### src/rtl/ram_arb_pkg.sv
`default_nettype none
// ---------------------------------------------------------------------------
// ram_arb_pkg : shared types for the single-port RAM arbiter  (Rev 1.0)
// ---------------------------------------------------------------------------
package ram_arb_pkg;

  localparam int CNT_W = 16;

  typedef enum logic [2:0] {
    IDLE     = 3'd0,
    WRITE    = 3'd1,
    RD_ISSUE = 3'd2,
    RD_WAIT  = 3'd3,
    RD_DONE  = 3'd4
  } arb_state_e;

  typedef enum logic {
    CLIENT_WR = 1'b0,
    CLIENT_RD = 1'b1
  } client_e;

endpackage
`default_nettype wire

### src/rtl/ram_port_arbiter_if.sv
`default_nettype none
// ---------------------------------------------------------------------------
// ram_port_arbiter_if : client handshakes and RAM port of the arbiter  (Rev 1.0)
// ---------------------------------------------------------------------------
interface ram_port_arbiter_if #(
  parameter int ADDR_W = 16,
  parameter int DATA_W = 32
);
  logic              wr_req;
  logic [ADDR_W-1:0] wr_addr;
  logic [DATA_W-1:0] wr_data;
  logic              wr_ack;
  logic              rd_req;
  logic [ADDR_W-1:0] rd_addr;
  logic [DATA_W-1:0] rd_data;
  logic              rd_ack;
  logic [ADDR_W-1:0] ram_addr;
  logic [DATA_W-1:0] ram_wdata;
  logic              ram_we;
  logic [DATA_W-1:0] ram_rdata;

  // Arbiter side: answers the clients and drives the RAM
  modport master (
    input  wr_req, wr_addr, wr_data, rd_req, rd_addr, ram_rdata,
    output wr_ack, rd_data, rd_ack, ram_addr, ram_wdata, ram_we
  );

  modport slave (
    output wr_req, wr_addr, wr_data, rd_req, rd_addr, ram_rdata,
    input  wr_ack, rd_data, rd_ack, ram_addr, ram_wdata, ram_we
  );
endinterface
`default_nettype wire

### src/rtl/ram_arb_rr.sv
`default_nettype none
// ---------------------------------------------------------------------------
// ram_arb_rr : combinational 2-way round-robin picker  (Rev 1.0)
// ---------------------------------------------------------------------------
module ram_arb_rr
  import ram_arb_pkg::*;
(
  input  logic    wr_req,
  input  logic    rd_req,
  input  client_e last_served,
  output logic    grant_valid,
  output client_e grant_client
);

  always_comb begin
    grant_valid  = wr_req | rd_req;
    grant_client = CLIENT_WR;
    if (wr_req && rd_req) begin
      grant_client = (last_served == CLIENT_WR) ? CLIENT_RD : CLIENT_WR;
    end else if (rd_req) begin
      grant_client = CLIENT_RD;
    end
  end

endmodule
`default_nettype wire

### src/rtl/ram_port_arbiter.sv
`default_nettype none
// ---------------------------------------------------------------------------
// ram_port_arbiter : shares one single-port sync RAM between writer and reader
// Rev 1.0
// ---------------------------------------------------------------------------
module ram_port_arbiter
  import ram_arb_pkg::*;
#(
  parameter int ADDR_W       = 16,
  parameter int DATA_W       = 32,
  parameter int READ_LATENCY = 1
) (
  input  logic               clk,
  input  logic               reset,
  ram_port_arbiter_if.master bus,
  output logic               busy,
  output logic [CNT_W-1:0]   wr_count,
  output logic [CNT_W-1:0]   rd_count
);

  localparam int              LAT_W    = 3;
  localparam logic [LAT_W-1:0] LAT_LOAD = LAT_W'(READ_LATENCY - 1);

  arb_state_e        state_q, state_d;
  client_e           last_served_q, last_served_d;
  logic [ADDR_W-1:0] addr_q, addr_d;
  logic [DATA_W-1:0] wdata_q, wdata_d;
  logic [DATA_W-1:0] rd_data_q, rd_data_d;
  logic [LAT_W-1:0]  lat_q, lat_d;
  logic [CNT_W-1:0]  wr_count_q, wr_count_d;
  logic [CNT_W-1:0]  rd_count_q, rd_count_d;
  logic              grant_valid;
  client_e           grant_client;

  ram_arb_rr u_rr (
    .wr_req       (bus.wr_req),
    .rd_req       (bus.rd_req),
    .last_served  (last_served_q),
    .grant_valid  (grant_valid),
    .grant_client (grant_client)
  );

  always_comb begin
    state_d       = state_q;
    last_served_d = last_served_q;
    addr_d        = addr_q;
    wdata_d       = wdata_q;
    rd_data_d     = rd_data_q;
    lat_d         = lat_q;
    wr_count_d    = wr_count_q;
    rd_count_d    = rd_count_q;

    case (state_q)
      IDLE: begin
        if (grant_valid) begin
          last_served_d = grant_client;
          if (grant_client == CLIENT_WR) begin
            addr_d  = bus.wr_addr;
            wdata_d = bus.wr_data;
            state_d = WRITE;
          end else begin
            addr_d  = bus.rd_addr;
            state_d = RD_ISSUE;
          end
        end
      end
      WRITE: begin
        wr_count_d = wr_count_q + CNT_W'(1);
        state_d    = IDLE;
      end
      RD_ISSUE: begin
        lat_d   = LAT_LOAD;
        state_d = RD_WAIT;
      end
      RD_WAIT: begin
        // RAM output is valid on the final wait cycle
        if (lat_q == '0) begin
          rd_data_d = bus.ram_rdata;
          state_d   = RD_DONE;
        end else begin
          lat_d = lat_q - LAT_W'(1);
        end
      end
      RD_DONE: begin
        rd_count_d = rd_count_q + CNT_W'(1);
        state_d    = IDLE;
      end
      default: state_d = IDLE;
    endcase
  end

  always_ff @(posedge clk) begin
    if (reset) begin
      state_q       <= IDLE;
      last_served_q <= CLIENT_RD;
      addr_q        <= '0;
      wdata_q       <= '0;
      rd_data_q     <= '0;
      lat_q         <= '0;
      wr_count_q    <= '0;
      rd_count_q    <= '0;
    end else begin
      state_q       <= state_d;
      last_served_q <= last_served_d;
      addr_q        <= addr_d;
      wdata_q       <= wdata_d;
      rd_data_q     <= rd_data_d;
      lat_q         <= lat_d;
      wr_count_q    <= wr_count_d;
      rd_count_q    <= rd_count_d;
    end
  end

  assign bus.ram_we    = (state_q == WRITE);
  assign bus.wr_ack    = (state_q == WRITE);
  assign bus.rd_ack    = (state_q == RD_DONE);
  assign bus.ram_addr  = addr_q;
  assign bus.ram_wdata = wdata_q;
  assign bus.rd_data   = rd_data_q;
  assign busy          = (state_q != IDLE);
  assign wr_count      = wr_count_q;
  assign rd_count      = rd_count_q;

endmodule
`default_nettype wire
### src/flat_wrapper.sv
// flat-port wrapper written by rule: the top's interface ports become plain ports
module ram_port_arbiter_flat import ram_arb_pkg::*;
#(
  parameter int ADDR_W       = 16,
  parameter int DATA_W       = 32,
  parameter int READ_LATENCY = 1
)
  (clk, reset, busy, wr_count, rd_count, bus_wr_req, bus_wr_addr, bus_wr_data, bus_rd_req, bus_rd_addr, bus_ram_rdata, bus_wr_ack, bus_rd_data, bus_rd_ack, bus_ram_addr, bus_ram_wdata, bus_ram_we);
  ram_port_arbiter_if #(.ADDR_W(ADDR_W), .DATA_W(DATA_W)) bus_i ();
  input  logic clk;
  input  logic reset;
  output logic busy;
  output logic [CNT_W-1:0] wr_count;
  output logic [CNT_W-1:0] rd_count;
  input wire logic [$bits(bus_i.wr_req)-1:0] bus_wr_req;
  input wire logic [$bits(bus_i.wr_addr)-1:0] bus_wr_addr;
  input wire logic [$bits(bus_i.wr_data)-1:0] bus_wr_data;
  input wire logic [$bits(bus_i.rd_req)-1:0] bus_rd_req;
  input wire logic [$bits(bus_i.rd_addr)-1:0] bus_rd_addr;
  input wire logic [$bits(bus_i.ram_rdata)-1:0] bus_ram_rdata;
  output wire logic [$bits(bus_i.wr_ack)-1:0] bus_wr_ack;
  output wire logic [$bits(bus_i.rd_data)-1:0] bus_rd_data;
  output wire logic [$bits(bus_i.rd_ack)-1:0] bus_rd_ack;
  output wire logic [$bits(bus_i.ram_addr)-1:0] bus_ram_addr;
  output wire logic [$bits(bus_i.ram_wdata)-1:0] bus_ram_wdata;
  output wire logic [$bits(bus_i.ram_we)-1:0] bus_ram_we;
  assign bus_i.wr_req = bus_wr_req;
  assign bus_i.wr_addr = bus_wr_addr;
  assign bus_i.wr_data = bus_wr_data;
  assign bus_i.rd_req = bus_rd_req;
  assign bus_i.rd_addr = bus_rd_addr;
  assign bus_i.ram_rdata = bus_ram_rdata;
  assign bus_wr_ack = bus_i.wr_ack;
  assign bus_rd_data = bus_i.rd_data;
  assign bus_rd_ack = bus_i.rd_ack;
  assign bus_ram_addr = bus_i.ram_addr;
  assign bus_ram_wdata = bus_i.ram_wdata;
  assign bus_ram_we = bus_i.ram_we;
  ram_port_arbiter #(.ADDR_W(ADDR_W), .DATA_W(DATA_W), .READ_LATENCY(READ_LATENCY)) u_core (.clk(clk), .reset(reset), .bus(bus_i), .busy(busy), .wr_count(wr_count), .rd_count(rd_count));
endmodule
### config.mk
export PLATFORM = sky130hd
export DESIGN_NAME = ram_port_arbiter_flat
export DESIGN_NICKNAME = d
export VERILOG_FILES = /design/src/rtl/ram_arb_pkg.sv /design/src/rtl/ram_port_arbiter_if.sv /design/src/rtl/ram_arb_rr.sv /design/src/rtl/ram_port_arbiter.sv /design/src/flat_wrapper.sv
export SDC_FILE = /design/constraint.sdc
export NUM_CORES = 1
export LEC_CHECK = 0
export ABC_CLOCK_PERIOD_IN_PS = 2700
export CORE_MARGIN = 1
export CORE_UTILIZATION = 45
export DETAILED_ROUTE_END_ITERATION = 8
export PLACE_DENSITY = 0.86
export SLEW_MARGIN = 5
export SYNTH_ARGS = -nofsm -noshare
export SYNTH_HDL_FRONTEND = slang
export SYNTH_HIERARCHICAL = 1
export SYNTH_SLANG_ARGS = --single-unit
export TNS_END_PERCENT = 5
### constraint.sdc
create_clock -name clk -period 2.7 [get_ports clk]
set_input_delay 0.54 -clock clk [delete_from_list [all_inputs] [get_ports clk]]
set_output_delay 0.54 -clock clk [all_outputs]
set_load 0.01 [all_outputs]
==> reports/summary.txt, run 1 <==
Global-route wire length before repair -> 21,400 µm
Filler cells -> 754
Primary FF master, synth -> dfxtp_1
HPWL after detailed placement -> 9290 µm
WS Path Type -> flip-flop to output port
Post-synth ARST share -> 0%
Die ar. -> 11,100 µm²
Period utilization -> 93.2%
Share of cells above drive strength 1 -> 6.44%
Starting density of the core -> 46.4%
Status -> finished, final reports clean
Max frequency -> 397 MHz
Final min period -> 2520 ps
Die Wd -> 105 µm
Pre-antenna DRT Iters -> 5
Core Footprint -> 10,300 µm²
Cells after Synth -> 563
TritonCTS Buffers -> 17
I/O Pins -> 216
GRT overflow -> 0
CP Max Fanout -> 12
Synthesized flop and latch total -> 119
Max cap viols -> 0
Type of origin of the critical path -> flip-flop
Post-Syn Area -> 4790 µm²
Port bufs -> 215
Final #Nets -> 868
Clock transition at path regs -> 50 ps
Total number of vias -> 4,612
Total Wirelength -> 13,100 µm
Worst IR Drop VDD -> 0.427 mV
Power Density -> 633 nW/µm²
Syn Nets -> 667
Critical R2R Capture -> u_core/wr_count[15]
Commonest cells in the netlist -> nand2_1, dfxtp_1, a21oi_1
Largest net degree at the start of global routing -> 74
Yosys warning count -> 6
Synth unique cells -> 45
R2r worst-path depth -> 5
Hold path endpoint -> u_core/bus.rd_data[26]
Pins Over Slew Limit -> 0
Hold Startpoint -> u_core/bus.rd_data[26]
RSZ-0062 raised after global routing -> false
FF-to-FF Start -> u_core/state_q[0]
Hold violation count in the final report -> 0
Req. time, crit path -> 2160 ps
Final setup fails -> 0
Relative slew margins -> 54.5%
Post-synth EDFFs -> 0
Max clock buf depth -> 2
Worst Skew -> 6.56 ps
Via density -> 5.05
Placed cell area -> 6970 µm²
Final Power -> 4.79 mW
Synth area leaders -> dfxtp_1, nand2_1, a21oi_1, mux2i_1, nor2_1
Post-CTS setup buffer count -> 0
Die Y -> 105 µm
Clk root buf -> clkbuf_8
Total GRT Usage -> 24.2%
Worst Setup End Kind -> output port
Syn Area/Cell -> 8.51 µm²
Diode count -> 0
Post-route cell area -> 7560 µm²
DRC -> 0
Hold Path Depth -> 2
Clock Sinks -> 119
Number of cell rows -> 37
RePlAce Congestion -> 0.778
Area share of the largest cell type after synthesis -> 49.7%
Largest area contributor in the netlist -> dfxtp_1
Area Growth Syn to Fin -> 57.9%
CP arrival -> 1980 ps
Drt wl/cell -> 14.4 µm
Initial antenna violation count -> 0
Count leader, synth -> nand2_1
Hold buffers post-CTS -> 0
Drt initial violations -> 202
Min-Delay Path Class -> flip-flop to flip-flop
Seq/Total Area, Yosys -> 49.7%
Number of global-route vias before repair -> 4,583
Setup_tns -> 0 ps
Worst Tran Pin Value -> 681 ps
Reg-to-reg slack, setup -> 770 ps
H-tree depth -> 4
Routed Antenna Nets -> 0
Leak Pwr -> 2.71 nW
Clock Latency Late Sink -> 510 ps
CTS tree -> done
==> worst max-delay path, stage by stage (launching register included) <==
cell and delay, ps:
dfxtp_2 470, nor3b_2 380, clkdlybuf4s50_1 620
==> per-stage QoR <==
step / utilization (%) / hold WS [ps] / cells / setup WS [ps]
floorplan: - / 458 / 563 / 786
global placement: 67.5 / 440 / 881 / 443
detailed placement: 67.5 / 446 / 881 / 401
CTS: 73.3 / 453 / 913 / 57.3
global route: 73.3 / 475 / 913 / 72.7
finish: 73.3 / 452 / 913 / 184
==> power breakdown <==
part | internal (mW) | total, mW | switching (mW)
logic | 0.399 | 0.715 | 0.317
registers | 1.86 | 1.92 | 0.0648
clock network | 1.38 | 2.15 | 0.771
total | 3.64 | 4.79 | 1.15
==> cell usage in the layout (no fill, tap or decap), drive strengths merged, types with 2 or more instances in the layout <==
cell and n:
clkinvlp 6, or4 4, inv 8, a21oi 76, bufinv 2, clkbuf 21, nand2 138, nor3 3
mux2i 18, dfxtp 119, xnor2 5, nand3 10, nand2b 4, nor3b 2, o21ai 8, buf 8
clkdlybuf4s50 214, clkinv 3, or3 7, and2 4, xor2 15, and3 4, nor4 2, a211oi 17
ha 4, and4bb 2, nand4 11, nor2 45, and4 3, o31ai 4
==> timing repair <==
item,in CTS,in global routing
setup endpoints to repair,2,2
gates cloned,0,0
resized for setup,2,1
==> flip-flops by register name, summed over array words and instances, names as in the netlist <==
signal / flops
u_core/wr_count: 16
u_core/bus.ram_wdata: 32
u_core/state_q: 3
u_core/lat_q: 3
u_core/bus.rd_data: 32
u_core/rd_count: 16
u_core/last_served_q: 1
u_core/bus.ram_addr: 16
==> logic make-up (layout without fill, tap and decap cells) <==
| logic type | after synthesis | in the layout | synth area share (%) |
|---|---|---|---|
| xor gates and xnor gates | 20 | 20 | 3.66 |
| buffers and inverters | 48 | 262 | 5.09 |
| muxes | 19 | 19 | 4.00 |
| adders and majority gates | 4 | 4 | 1.04 |
| DFF | 119 | 119 | 49.7 |
| and+or+nand+nor | 243 | 243 | 23.6 |
| AOI/OAI and AO/OA | 110 | 110 | 12.8 |
==> metal layers <==
layer | routed length [µm] | part of all wire (%) | up-vias | track usage [%]
met2 | 6770 | 52 | 145 | 43.2
li1 | - | - | 2305 | -
met1 | 5310 | 40 | 2143 | 27.3
met5 | 0 | 0 | - | 0
met3 | 792 | 6.0 | 19 | 6.99
met4 | 240 | 1.8 | 0 | 8.55
==> area by class of cell <==
type	count	area, µm²	area share, %
sequential	119	2380	31.5
timing repair buffer	222	2210	29.3
clock buffer	21	459	6.07
multi-input combinational	396	2180	28.8
clock inverter	11	124	1.64
tap	136	170	2.25
inverter	8	30.0	0.397
==> how the worst max path moves through the flow <==
stage / start / endpoint / cells after the start
final: u_core/state_q[2] / bus_rd_ack / 2
after global routing: u_core/state_q[2] / bus_rd_ack / 2
after CTS: u_core/state_q[0] / bus_ram_we / 2
after detailed placement: bus_rd_req / u_core/bus.ram_wdata[23] / 7
after global placement: bus_rd_req / u_core/bus.ram_wdata[18] / 7
after floorplan: bus_rd_req / u_core/bus.ram_wdata[10] / 8
Power figures use the tool's default switching activity.
==> inputs of run 2 (changes only) <==
- CORE_UTILIZATION: 45 -> 44
- PLACE_DENSITY: 0.86 -> 0.85
- SYNTH_HIERARCHICAL: 1 -> unset
==> reports/summary.txt, run 2 <==
Largest net degree at the start of global routing -> 42 (was 74)
Drt initial violations -> 271 (was 202)
Total Wirelength -> 13,700 µm (was 13,100 µm)
CP arrival -> 2030 ps (was 1980 ps)
Area occupied by multi-input gates -> 2010 µm² (was 2180 µm²)
Min-Delay Path Class -> flip-flop to flip-flop (unchanged)
TritonCTS Buffers -> 17 (unchanged)
Starting density of the core -> 46.1% (was 46.4%)
Setup_tns -> 0 ps (unchanged)
Post-synth EDFFs -> 0 (unchanged)
Final setup fails -> 0 (unchanged)
Seq. cell area -> 2380 µm² (about the same)
Status -> finished, violations left (was finished, final reports clean)
Pins Over Slew Limit -> 0 (unchanged)
Number of global-route vias before repair -> 4,674 (was 4,583)
Number of cell rows -> 36 (was 37)
Area Growth Syn to Fin -> 62.6% (was 57.9%)
RePlAce Congestion -> 0.827 (was 0.778)
Post-Syn Area -> 4590 µm² (was 4790 µm²)
Global-route wire length before repair -> 22,000 µm (was 21,400 µm)
Max cap viols -> 0 (unchanged)
Worst Setup End Kind -> output port (unchanged)
Power Density -> 673 nW/µm² (was 633 nW/µm²)
Cells after Synth -> 547 (was 563)
Commonest non-fill, non-tap cell in the layout -> clkdlybuf4s50_1 (unchanged)
Pre-CTS WS -> 420 ps (was 401 ps)
Synthesized flop and latch total -> 119 (unchanged)
Initial antenna violation count -> 0 (unchanged)
Commonest cells in the netlist -> nand2_1, dfxtp_1, a21oi_1 (unchanged)
Clk root buf -> clkbuf_8 (unchanged)
Via density -> 5.33 (was 5.05)
Largest area contributor in the netlist -> dfxtp_1 (unchanged)
Port bufs -> 215 (unchanged)
Synth area leaders -> dfxtp_1, nand2_1, a21oi_1, nor2_1, a222oi_1 (was dfxtp_1, nand2_1, a21oi_1, mux2i_1, nor2_1)
Placed cell area -> 6810 µm² (was 6970 µm²)
Most frequent cells in the layout -> clkdlybuf4s50_1, nand2_1, dfxtp_1, a21oi_1, nor2_1 (unchanged)
Clock Sinks -> 119 (unchanged)
Primary FF master, synth -> dfxtp_1 (unchanged)
Pre-antenna DRT Iters -> 9 (was 5)
Filler cells -> 728 (was 754)
Area share of the largest cell type after synthesis -> 51.9% (was 49.7%)
Max incr delay on CP -> 550 ps (was 620 ps)
Drt wl/cell -> 15.3 µm (was 14.4 µm)
Hold violation count in the final report -> 0 (unchanged)
Post-route insts no fill -> 896 (was 913)
Worst Skew -> 14.3 ps (was 6.56 ps)
Total number of vias -> 4,772 (was 4,612)
Syn Nets -> 651 (was 667)
Die Y -> 104 µm (was 105 µm)
Count leader, synth -> nand2_1 (unchanged)
Slowest CP cell -> clkdlybuf4s50_1 (unchanged)
WS Path Type -> flip-flop to output port (unchanged)
Placed insts -> 865 (was 881)
Req. time, crit path -> 2160 ps (about the same)
Die Wd -> 104 µm (was 105 µm)
GRT overflow -> 0 (unchanged)
Post-route cell area -> 7460 µm² (was 7560 µm²)
Total GRT Usage -> 25.2% (was 24.2%)
Leak Pwr -> 2.66 nW (was 2.71 nW)
Share of cells above drive strength 1 -> 6.42% (was 6.44%)
CP Max Fanout -> 11 (was 12)
Final min period -> 2570 ps (was 2520 ps)
DRC -> 10 (was 0)
Routed Antenna Nets -> 0 (unchanged)
RSZ-0062 raised after global routing -> false (unchanged)
Worst IR Drop VDD -> 0.357 mV (was 0.427 mV)
Failing checks -> DRC
H-tree depth -> 4 (unchanged)
Clock transition at path regs -> 50 ps (about the same)
I/O Pins -> 216 (unchanged)
Relative slew margins -> 28.0% (was 54.5%)
Type of origin of the critical path -> flip-flop (unchanged)
Syn Area/Cell -> 8.39 µm² (was 8.51 µm²)
Max clock buf depth -> 2 (unchanged)
Final #Nets -> 855 (was 868)
Worst setup margin -> 128 ps (was 184 ps)
Worst path cell trace -> or3b_4 > inv_1 > clkdlybuf4s50_1 (was nor3b_2 > clkdlybuf4s50_1)
HPWL after detailed placement -> 9600 µm (was 9290 µm)
Core Footprint -> 9950 µm² (was 10,300 µm²)
Seq/Total Area, Yosys -> 51.9% (was 49.7%)
Post-synth ARST share -> 0% (unchanged)
Clock Latency Late Sink -> 510 ps (about the same)
Yosys warning count -> 0 (was 6)
Worst Tran Pin Value -> 1070 ps (was 681 ps)
Period utilization -> 95.2% (was 93.2%)
Diode count -> 0 (unchanged)
CTS tree -> done (unchanged)
Max frequency -> 389 MHz (was 397 MHz)
Synth unique cells -> 40 (was 45)
Die ar. -> 10,800 µm² (was 11,100 µm²)
## run 2: cell count changes after synthesis, moves of 7 or more
| cell | change |
|---|---|
| a211oi_1 | -17 |
| a222oi_1 | +16 |
| mux2i_1 | -16 |
| clkbuf_1 | +13 |
| buf_2 | -8 |
| nand2_1 | +7 |
## run 2: logic make-up after synthesis
group                    Yosys count  share of synthesized area (%)
AND/OR/NAND/NOR                  250                           24.5
XOR/XNOR                          20                           3.82
buffers and inverters             47                           4.36
flip-flops                       119                           51.9
adder cells (fa/ha/maj)            4                           1.09
AO/OA/AOI/OAI                    104                           13.6
multiplexers                       3                          0.682
## run 2: cell type report
cell class,count,area share [%]
clock buffer,19,5.92
clock inverter,12,2.68
inverter,9,0.453
multi-input combinational,381,27.0
sequential,119,31.9
tap,133,2.23
timing repair buffer,223,29.8
## run 2: routing by layer
layer / up-vias / GRT usage (%) / part of all wire, %
li1: 2288 / - / -
met1: 2234 / 27.7 / 40
met2: 219 / 45.3 / 52
met3: 31 / 6.70 / 6.2
met4: 0 / 11.0 / 2.7
met5: - / 0 / 0
## run 2: final timing paths
| check | from | endpoint | slack [ps] | cells after the start |
|---|---|---|---|---|
| max | u_core.state_q[1] | bus_rd_ack | 130 | 3 |
| min reg2reg | u_core.bus.ram_wdata[26] | u_core.bus.ram_wdata[26] | 450 | 2 |
| min | u_core.bus.ram_wdata[26] | u_core.bus.ram_wdata[26] | 450 | 2 |
| max reg2reg | u_core.state_q[0] | u_core.bus.ram_wdata[31] | 730 | 5 |
## run 2: metrics by stage
step	hold WS (ps)	util [%]	total power, mW
4_1_cts	439	74.9	5.05
3_3_place_gp	441	68.4	2.60
6_report	452	74.9	5.02
5_1_grt	455	74.9	5.20
3_5_place_dp	446	68.4	2.62
2_1_floorplan	455	-	2.22
## run 2: what timing repair did
item,in CTS,in global routing
setup buffers,0,0
setup endpoints to repair,1,2
gates resized for setup,1,2
hold endpoints to repair,0,0
pin swaps,0,0
hold buffers,0,0
gates cloned,0,0
## run 2: critical path, delay by kind of cell (launching register included)
family        cells  cell delay (ps)
buf+inv           2              670
flops             1              410
simple gates      1              460
## run 2: power by group
part / total [mW] / switching (mW) / internal [mW]
clock: 2.43 / 0.796 / 1.63
sequential: 1.91 / 0.0628 / 1.85
combinational: 0.681 / 0.304 / 0.377
total: 5.02 / 1.16 / 3.86
==> RTL edit (config.mk and constraints of run 1) <==
`ADDR_W` is set to 16 in 3 places; all go to 15.
--- a/src/rtl/ram_port_arbiter_if.sv
+++ b/src/rtl/ram_port_arbiter_if.sv
@@ -3,7 +3,7 @@
 // ram_port_arbiter_if : client handshakes and RAM port of the arbiter  (Rev 1.0)
 // ---------------------------------------------------------------------------
 interface ram_port_arbiter_if #(
-  parameter int ADDR_W = 16,
+  parameter int ADDR_W = 15,
   parameter int DATA_W = 32
 );
   logic              wr_req;
--- a/src/rtl/ram_port_arbiter.sv
+++ b/src/rtl/ram_port_arbiter.sv
@@ -6,7 +6,7 @@
 module ram_port_arbiter
   import ram_arb_pkg::*;
 #(
-  parameter int ADDR_W       = 16,
+  parameter int ADDR_W       = 15,
   parameter int DATA_W       = 32,
   parameter int READ_LATENCY = 1
 ) (
--- a/src/flat_wrapper.sv
+++ b/src/flat_wrapper.sv
@@ -1,7 +1,7 @@
 // flat-port wrapper written by rule: the top's interface ports become plain ports
 module ram_port_arbiter_flat import ram_arb_pkg::*;
 #(
-  parameter int ADDR_W       = 16,
+  parameter int ADDR_W       = 15,
   parameter int DATA_W       = 32,
   parameter int READ_LATENCY = 1
 )
Interface: changed (resized bus_ram_addr, bus_rd_addr and bus_wr_addr); port bits go from 216 to 213. The function was not compared with the original's and may differ.
==> RTL edit against run 1 <==
  * Count of clock-buffer cells in the layout stayed put
  * Total power is 5.9% higher
  * Setup slack better by 75 ps
  * Sequential cell count is 1 lower
  * Design area is 0.46% lower
  * Global-route usage is 0.24 points higher
  * Synthesized area is 2.6% lower
  * Wire length is 0.87% lower
  * Critical path type unchanged
  * Critical endpoint unchanged
  * Largest cell class unchanged
  * Largest power group unchanged
==> RTL edit: results (changes against run 1) <==
[synth]
ys_ff_latch = 118  ; -0.84%
synth_common_cells = 140 x nand2_1, 118 x dfxtp_1, 79 x a21oi_1
synth-xor-area-share_pct = 3.01  ; -0.65 points
synth-compound-area-share_pct = 13.7  ; +0.91 points
syn_area_per_cell_sq_um = 8.37  ; -1.6%
synthAdderAreaFrac_pct = 1.07  ; +0.028 points
yosysUniqueCellTypes = 44  ; -2.2%

[layout]
buffers = 221  ; -0.45%
fin_cells = 905  ; -0.88%
multi_input_gates = 394  ; -0.51%
nets = 861  ; -0.81%
clock_area_share_pct = 8.82  ; +1.1 points
multi_input_area_share_pct = 28.0  ; -0.83 points
buf_share_pct = 29.2  ; -0.063 points
register_area_sq_um = 2360  ; -0.89%

[timing]
holdWs_ps = 452  ; +0.00600 ps
clock_skew_ps = 8.23  ; +1.67 ps
period_needed_ps = 2440  ; -75.3 ps
maxSlewHeadroom_pct = 61.4  ; +6.9 points

[place]
place_area_sq_um = 6860  ; -1.6%
io_buffers = 212  ; -1.4%
dpl.cell_count = 873  ; -0.91%
dpl.hpwl_um = 9070  ; -2.4%

[power_and_ir_drop]
p_seq_share_pct = 37.5  ; -2.6 points
p_leak_nw = 2.72  ; +0.13%
max-vdd-ir-drop_uv = 523  ; +22%
p_int_mw = 3.92  ; +7.7%

[drt]
met3_length_um = 825  ; +4.2%
first_pass_iters = 4  ; -1
wl_per_cell_um = 14.4  ; about the same
dr_wl_met2_um = 6550  ; -3.2%

[min_path]
hp-start = u_core/bus.ram_wdata[21]

[global_route]
track_usage_pct = 24.4  ; +0.24 points
grt_use_met1_pct = 27.5  ; +0.17 points
grt_pass1_wl_um = 21500  ; +0.71%
grt_max_degree = 66  ; -11%

[run_status]
status = finished, final reports clean

[setup_path]
ff2ff_setup_slack_ps = 740  ; -30 ps

[floorplan]
tap_cells = 133  ; -2.2%

RTL edit: changes by cell type in the layout (fill, tap and decap cells not counted), sizes merged, moves of 3 or more:
| cell | run 1 | this run |
|---|---|---|
| a21oi | 76 | 79 |
| and3 | 4 | 7 |
| bufinv | 2 | 5 |
| clkdlybuf4s50 | 214 | 211 |
| clkinvlp | 6 | 3 |
| nand4 | 11 | 8 |
| nor2 | 45 | 37 |
| o21ai | 8 | 13 |
| or3 | 7 | 11 |
| or4 | 4 | 1 |
| xor2 | 15 | 9 |
RTL edit: power groups by stage:
stage                     Sequential (mW)  Clock (mW)  Combinational [mW]
final                                1.90        2.47               0.697
after floorplan                      1.97           0               0.266
after detailed placement             1.94           0               0.693
after global routing                 1.91        2.60               0.754
after CTS                            1.90        2.52               0.701
after global placement               1.93           0               0.677
RTL edit: worst max-delay path, cell delays in order (launching register included):
cell and delay, ps:
dfxtp_1 520, nor3b_2 280, clkdlybuf4s50_1 600
